**src/rtl/mips_pipe_pkg.sv**
```systemverilog
// Shared pipeline types: register-address width, forwarding-mux select codes and the
// per-stage destination record carried alongside the pipeline registers.
package mips_pipe_pkg;

  localparam int unsigned RA_W = 5;

  localparam logic [1:0] FWD_RF = 2'b00;
  localparam logic [1:0] FWD_M  = 2'b01;
  localparam logic [1:0] FWD_W  = 2'b10;

  typedef struct packed {
    logic [RA_W-1:0] dest;
    logic            wen;
    logic            load;
  } stage_rec_t;

endpackage

```
**src/rtl/hazard_match.sv**
```systemverilog
// Forwarding select for one source operand against the M and W destination records.
module hazard_match
  import mips_pipe_pkg::*;
#(
  parameter int unsigned ZERO_REG = 0
) (
  input  logic [RA_W-1:0] src,
  input  logic            use_src,
  input  stage_rec_t      m_rec,
  input  stage_rec_t      w_rec,
  output logic [1:0]      sel
);

  logic live;
  logic m_hit;
  logic w_hit;

  assign live  = use_src && (src != RA_W'(ZERO_REG));
  // A load in M has no data yet; only an ALU result there can be forwarded.
  assign m_hit = live && m_rec.wen && !m_rec.load && (m_rec.dest == src);
  assign w_hit = live && w_rec.wen && (w_rec.dest == src);

  always_comb begin
    sel = FWD_RF;
    if (m_hit) begin
      sel = FWD_M;
    end else if (w_hit) begin
      sel = FWD_W;
    end
  end

endmodule

```
**src/rtl/hazard_scoreboard.sv**
```systemverilog
// Tracks in-flight E/M/W destinations and produces stall/bubble controls and the
// operand forwarding selects for the D and E stages.
module hazard_scoreboard #(
  parameter int unsigned RA_W     = mips_pipe_pkg::RA_W,
  parameter int unsigned ZERO_REG = 0
) (
  input  logic            clk,
  input  logic            rst_n,
  input  logic [RA_W-1:0] d_rs,
  input  logic [RA_W-1:0] d_rt,
  input  logic            d_use_rs,
  input  logic            d_use_rt,
  input  logic            d_early,
  input  logic [RA_W-1:0] d_dest,
  input  logic            d_wen,
  input  logic            d_load,
  output logic            stall,
  output logic            bubble_e,
  output logic [1:0]      fwd_d_rs,
  output logic [1:0]      fwd_d_rt,
  output logic [1:0]      fwd_e_rs,
  output logic [1:0]      fwd_e_rt,
  output logic [RA_W-1:0] w_dest,
  output logic            w_wen
);

  import mips_pipe_pkg::stage_rec_t;

  stage_rec_t      e_q, m_q, w_q;
  logic [RA_W-1:0] e_rs_q, e_rt_q;
  logic            e_use_rs_q, e_use_rt_q;

  function automatic logic rec_writes(stage_rec_t rec, logic [RA_W-1:0] r);
    return rec.wen && (rec.dest == r) && (r != RA_W'(ZERO_REG));
  endfunction

  logic rs_e_hit, rt_e_hit, rs_m_hit, rt_m_hit;
  logic rs_haz, rt_haz;

  assign rs_e_hit = rec_writes(e_q, d_rs);
  assign rt_e_hit = rec_writes(e_q, d_rt);
  assign rs_m_hit = rec_writes(m_q, d_rs);
  assign rt_m_hit = rec_writes(m_q, d_rt);

  // Early consumers cannot take anything from E; a load is not forwardable until W.
  assign rs_haz = d_use_rs && ((rs_e_hit && (e_q.load || d_early)) ||
                               (rs_m_hit && m_q.load && d_early));
  assign rt_haz = d_use_rt && ((rt_e_hit && (e_q.load || d_early)) ||
                               (rt_m_hit && m_q.load && d_early));

  assign stall    = rs_haz || rt_haz;
  assign bubble_e = stall;
  assign w_dest   = w_q.dest;
  assign w_wen    = w_q.wen;

  always_ff @(posedge clk or negedge rst_n) begin
    if (!rst_n) begin
      e_q        <= '0;
      m_q        <= '0;
      w_q        <= '0;
      e_rs_q     <= '0;
      e_rt_q     <= '0;
      e_use_rs_q <= 1'b0;
      e_use_rt_q <= 1'b0;
    end else begin
      w_q <= m_q;
      m_q <= e_q;
      if (stall) begin
        e_q        <= '0;
        e_rs_q     <= '0;
        e_rt_q     <= '0;
        e_use_rs_q <= 1'b0;
        e_use_rt_q <= 1'b0;
      end else begin
        e_q.dest   <= d_dest;
        e_q.wen    <= d_wen;
        e_q.load   <= d_load;
        e_rs_q     <= d_rs;
        e_rt_q     <= d_rt;
        e_use_rs_q <= d_use_rs;
        e_use_rt_q <= d_use_rt;
      end
    end
  end

  hazard_match #(.ZERO_REG(ZERO_REG)) u_match_d_rs (
    .src(d_rs), .use_src(d_use_rs), .m_rec(m_q), .w_rec(w_q), .sel(fwd_d_rs)
  );

  hazard_match #(.ZERO_REG(ZERO_REG)) u_match_d_rt (
    .src(d_rt), .use_src(d_use_rt), .m_rec(m_q), .w_rec(w_q), .sel(fwd_d_rt)
  );

  hazard_match #(.ZERO_REG(ZERO_REG)) u_match_e_rs (
    .src(e_rs_q), .use_src(e_use_rs_q), .m_rec(m_q), .w_rec(w_q), .sel(fwd_e_rs)
  );

  hazard_match #(.ZERO_REG(ZERO_REG)) u_match_e_rt (
    .src(e_rt_q), .use_src(e_use_rt_q), .m_rec(m_q), .w_rec(w_q), .sel(fwd_e_rt)
  );

endmodule

```
**config.mk**
```make
export PLATFORM = sky130hd
export DESIGN_NAME = hazard_scoreboard
export DESIGN_NICKNAME = d
export VERILOG_FILES = /design/src/rtl/mips_pipe_pkg.sv /design/src/rtl/hazard_match.sv /design/src/rtl/hazard_scoreboard.sv
export SDC_FILE = /design/constraint.sdc
export NUM_CORES = 1
export LEC_CHECK = 0
export CAP_MARGIN = 20
export CORE_MARGIN = 3
export CORE_UTILIZATION = 45
export DETAILED_ROUTE_END_ITERATION = 10
export PLACE_DENSITY = 0.81
export SYNTH_ARGS = -nofsm -noshare
export SYNTH_HDL_FRONTEND = slang
export SYNTH_SLANG_ARGS = --single-unit
```
**constraint.sdc**
```tcl
create_clock -name clk -period 2.65 [get_ports clk]
set_input_delay 0.53 -clock clk [delete_from_list [all_inputs] [get_ports clk]]
set_output_delay 0.53 -clock clk [all_outputs]
set_load 0.03 [all_outputs]
```
Word-level counts from Yosys, hierarchy flattened
Cells that the tools add are included.
- add/sub/neg operators: 0
- div/mod/pow operators: 0
- reductions and logical operators: 49
- $lt $le $gt $ge: 0
- equality and inequality tests: 10
- muxes and demuxes: 13
- shift-type cells: 0
- multiply operators: 0
- bitwise gates (word level): 0
- operator list (operator ; count):
    $eq A5 B5 Y1 ; 10
    $logic_and A1 B1 Y1 ; 40
    $reduce_bool A5 Y1 ; 4
    $mux W2 ; 8
    $mux W5 ; 2
    $mux W7 ; 1
    $logic_or A1 B1 Y1 ; 4
    $mux W1 ; 2
    $logic_not A1 Y1 ; 1
- memories: 0
- bits in registers: 32
- input bits: 22
- latch bits: 0
- bits in read-only memories: 0
- bits in writable memories: 0

Longest topological paths before layout
- depth in word-level cells: 9
- mapped depth: 7
- depth with buffers taken out: 5

Cells and area by module
A second synthesis with hierarchy kept.
- cell total of the unflattened synthesis: 175
- area total of the unflattened synthesis: 2080.7 um^2
- modules (own cells, without submodules) (module ; instances ; cells an instance ; sequential area each (um^2) ; area each (um^2)):
    hazard_scoreboard ; 1 ; 99 ; 825.8 ; 1440.1
    hazard_match ; 4 ; 19 ; 0.0 ; 160.2

Worst setup path before layout
Ideal clock, no wire load.
- path kind: input to output
- from: input port d_rs[1]
- to: output port stall
- data required time: 2120 ps
- data arrival time: 2141 ps
- slack: -21 ps
- stages on the path: 7
- cell sequence: or4_1 o21a_1 nand4_1 o21ai_0 buf_2 or2_1 buf_4
- longest elaborated chain between the ends: 8
- ends and longest elaborated chain (element ; RTL line ; source):
    start: declaration ; hazard_scoreboard.sv:9 ; input logic [RA_W-1:0] d_rs,
    $eq A5 B5 Y1 ; hazard_scoreboard.sv:34 ; return rec.wen && (rec.dest == r) && (r != RA_W'(ZERO_REG));
    $logic_and A1 B1 Y1 (2 in series) ; hazard_scoreboard.sv:34 ;
    $logic_and A1 B1 Y1 (2 in series) ; hazard_scoreboard.sv:47 ; (rs_m_hit && m_q.load && d_early));
    $logic_or A1 B1 Y1 (*) ; hazard_scoreboard.sv:46 ; assign rs_haz = d_use_rs && ((rs_e_hit && (e_q.load || d_early)) ||
    $logic_and A1 B1 Y1 (*) ; hazard_scoreboard.sv:46 ;
    $logic_or A1 B1 Y1 (*) ; hazard_scoreboard.sv:51 ; assign stall = rs_haz || rt_haz;
    end: declaration ; hazard_scoreboard.sv:17 ; output logic stall,
Mark *: on every way between the ends. The rest lies on a longest branch, timed or not.

Final worst setup path
Ends and elaborated chain as after synthesis.

==> summary.md <==
| Metric | Value |
|---|---|
| Crit path capture type | `primary output` |
| Post-synth EDFFs | `0` |
| DRC Markers | `0` |
| Clock transition at path regs | `0.07 ns` |
| First-pass GRT wire length | `7340 µm` |
| Hold path endpoint | `m_q[0]` |
| Seq/Total Area, Yosys | `0.446` |
| Post-Syn Area | `1800 µm²` |
| Synth Flop Type | `dfrtp_1` |
| Total wire length | `4550 µm` |
| Setup TNS | `0 ns` |
| Clock Tree Buf Depth | `2` |
| Hold Path Class | `flop to flop` |
| CTS buffer count | `5` |
| H-tree depth | `2` |
| Largest net degree at the start of global routing | `33` |
| CTS tree | `built` |
| Period Utilization, post-route | `0.996` |
| Hold Path Origin | `e_q[0]` |
| Global placement routability congestion | `0.841` |
| Syn-to-layout area delta | `37.4%` |
| DPL Wire Length | `3290 µm` |
| FF-to-FF path depth | `7` |
| Width of the die | `69.2 µm` |
| Initial antenna violation count | `0` |
| Area taken by multi-input logic gates | `966 µm²` |
| Fmax | `0.379 GHz` |
| Clock Skew | `0.00705 ns` |
| Rows | `22` |
| Slew Limit Fails | `0` |
| TritonCTS Sinks | `32` |
| Syn nets | `172` |
| Delay-heaviest family, CP | `simple AND/OR/NAND/NOR gates` |
| # diodes | `0` |
| R2r endpoint | `e_q[6]` |
| Crit-path max FO | `3` |
| RSZ-0062 raised after global routing | `yes` |
| Cell taking the most area after synthesis | `dfrtp_1` |
| Core box area | `3740 µm²` |
| Slowest cell on the critical path | `or4_1` |
| CP cell instances | `buf_6 > or4_1 > o21a_1 > nand4_1 > buf_4 > a21oi_4 > or2_4 > buf_6` |
| Worst Tran Pin Value | `0.394 ns` |
| Clk_lat worst skew | `0.28 ns` |
| Crit path buf inv count | `3` |
| Port Buffers | `37` |
| Final core occ | `0.659` |
| Io pins | `38` |
| R2r setup slk | `0.61 ns` |
| Hold_buf cts | `0` |
| Crit path launch type | `input pin` |
| Ys Warns | `0` |
| Overflow after GRT | `0` |
| Slew HR | `0.738` |
| Via density | `5.31` |
| Final setup violation count | `0` |
| Synth Instances | `150` |
| Post-route ant nets | `0` |
| VDD IR max | `0.395 mV` |
| Syn avg cell area | `12.0 µm²` |
| Most used cell, CP | `buf_6` |
| Largest cells by area after synthesis | `dfrtp_1 (45%), xor2_1 (16%), nor3b_2 (13%)` |
| Total GRT Usage | `0.195` |
| Power per Cell Area | `499 nW/µm²` |
| Number of DRC violations after detailed-routing iteration 0 | `48` |
| Endpoints failing hold | `0` |
| Unique masters post-synth | `24` |
| Leak Pwr | `1.06 nW` |
| Synth top cells by count | `dfrtp_1 (32), xor2_1 (32), nor3b_2 (19)` |
| Root Driver | `clkbuf_8` |
| Worst path required time | `2.12 ns` |
| Pre-CTS setup slack | `-0.352 ns` |
| Crit path DAT | `2.11 ns` |
| Slowest cell delay on critical path | `0.52 ns` |
| Max Cap Viol | `0` |
| Full die area | `4790 µm²` |
| Fill count | `290` |
| WL per Instance | `17.5 µm` |
| Tmin final | `2.64 ns` |
| Status | `finished clean` |
| Layout cell share with drive strength beyond 1 | `0.387` |
| Vert. Die Dim | `69.2 µm` |
| CP Class | `input pin to primary output` |
| Non-filler cells, final | `260` |
| Number of synthesized register bits | `32` |
| Vias in the first global route | `1456` |
| DR pass1 iterations | `4` |
| DP Cell Count | `248` |
| Async S/R FF share, synth | `1.00` |
| Yosys top cell area share | `0.446` |
| FF/Latch Area | `806 µm²` |
| Initial core utilization | `0.480` |
| WHS Path Cells | `0` |
| Fin nets | `233` |
| Reg2reg start | `m_q[5]` |
| Vias post-DR | `1381` |
| Worst setup margin | `0.0104 ns` |
[cell usage in the layout, fill, tap and decap left out, types with 2 or more instances in the layout]
cell / instances
nand4_1: 5
buf_6: 7
buf_4: 28
clkbuf_8: 5
clkdlybuf4s50_1: 17
o21ai_1: 2
xnor2_1: 18
nor2_4: 2
clkbuf_2: 6
nor4_2: 2
nor3_1: 2
nor4_1: 8
dfrtp_1: 28
xor2_1: 32
or4_1: 3
nor3b_2: 19
dlygate4sd2_1: 4
o21ai_2: 2
nand3_1: 4
dfrtp_2: 4
[worst max-delay path by stage]
stage | end | cells past startpoint | from | slack, ns
finish | stall | 8 | d_rs[1] | 0.01
global route | stall | 7 | m_q[5] | -0.06
CTS | stall | 8 | d_rt[2] | 0.003
detailed placement | fwd_d_rt[0] | 6 | d_rt[1] | -0.35
global placement | fwd_d_rt[0] | 6 | d_rt[1] | -0.33
floorplan | fwd_d_rt[1] | 5 | d_rt[1] | 0.03
[power breakdown]
group | total, mW | internal, mW | switching, mW
Clock | 0.453 | 0.279 | 0.174
Combinational | 0.216 | 0.118 | 0.0983
Sequential | 0.564 | 0.519 | 0.0451
[through the flow]
step / power [mW] / area [µm²] / hold slack (ns)
finish: 1.23 / 2470 / 0.369
global route: 1.28 / 2470 / 0.376
CTS: 1.24 / 2440 / 0.369
detailed placement: 0.783 / 2310 / 0.354
global placement: 0.773 / 2310 / 0.354
floorplan: 0.669 / 1800 / 0.234
[logic make-up after synthesis]
group                     count (synthesis)  synth area share
and+or+nand+nor                          52             0.247
DFF                                      32             0.446
xor gates and xnor gates                 50             0.244
AOI/OAI and AO/OA                         7            0.0251
buffers and inverters                     9            0.0390
[cell type report]
cell class,instances,area share
clock buffers,6,0.0294
flip-flops and latches,32,0.326
clock inverters,2,0.0142
well taps,48,0.0243
repair buffers,63,0.214
multi-input cells,109,0.391
[metal layers]
layer / up-vias / wire (µm) / GRT usage
li1: 643 / - / -
met1: 689 / 1820 / 0.232
met2: 41 / 2450 / 0.354
met3: 8 / 199 / 0.0464
met4: 0 / 71 / 0.0434
met5: - / 0 / 0
[repair_timing]
item                       CTS  global route
pin swaps                    8             8
setup endpoints to repair    8             6
cloned                       0             0
setup buffers                2             2
gates resized for setup     27            25
[sequential cells by signal (all words and copies together), names as in the netlist]
signal      count
e_rs_q          5
e_use_rt_q      1
e_rt_q          5
e_q             7
w_wen           1
m_q             7
e_use_rs_q      1
w_dest          5
Note: power is estimated with default switching activity, not from simulation.
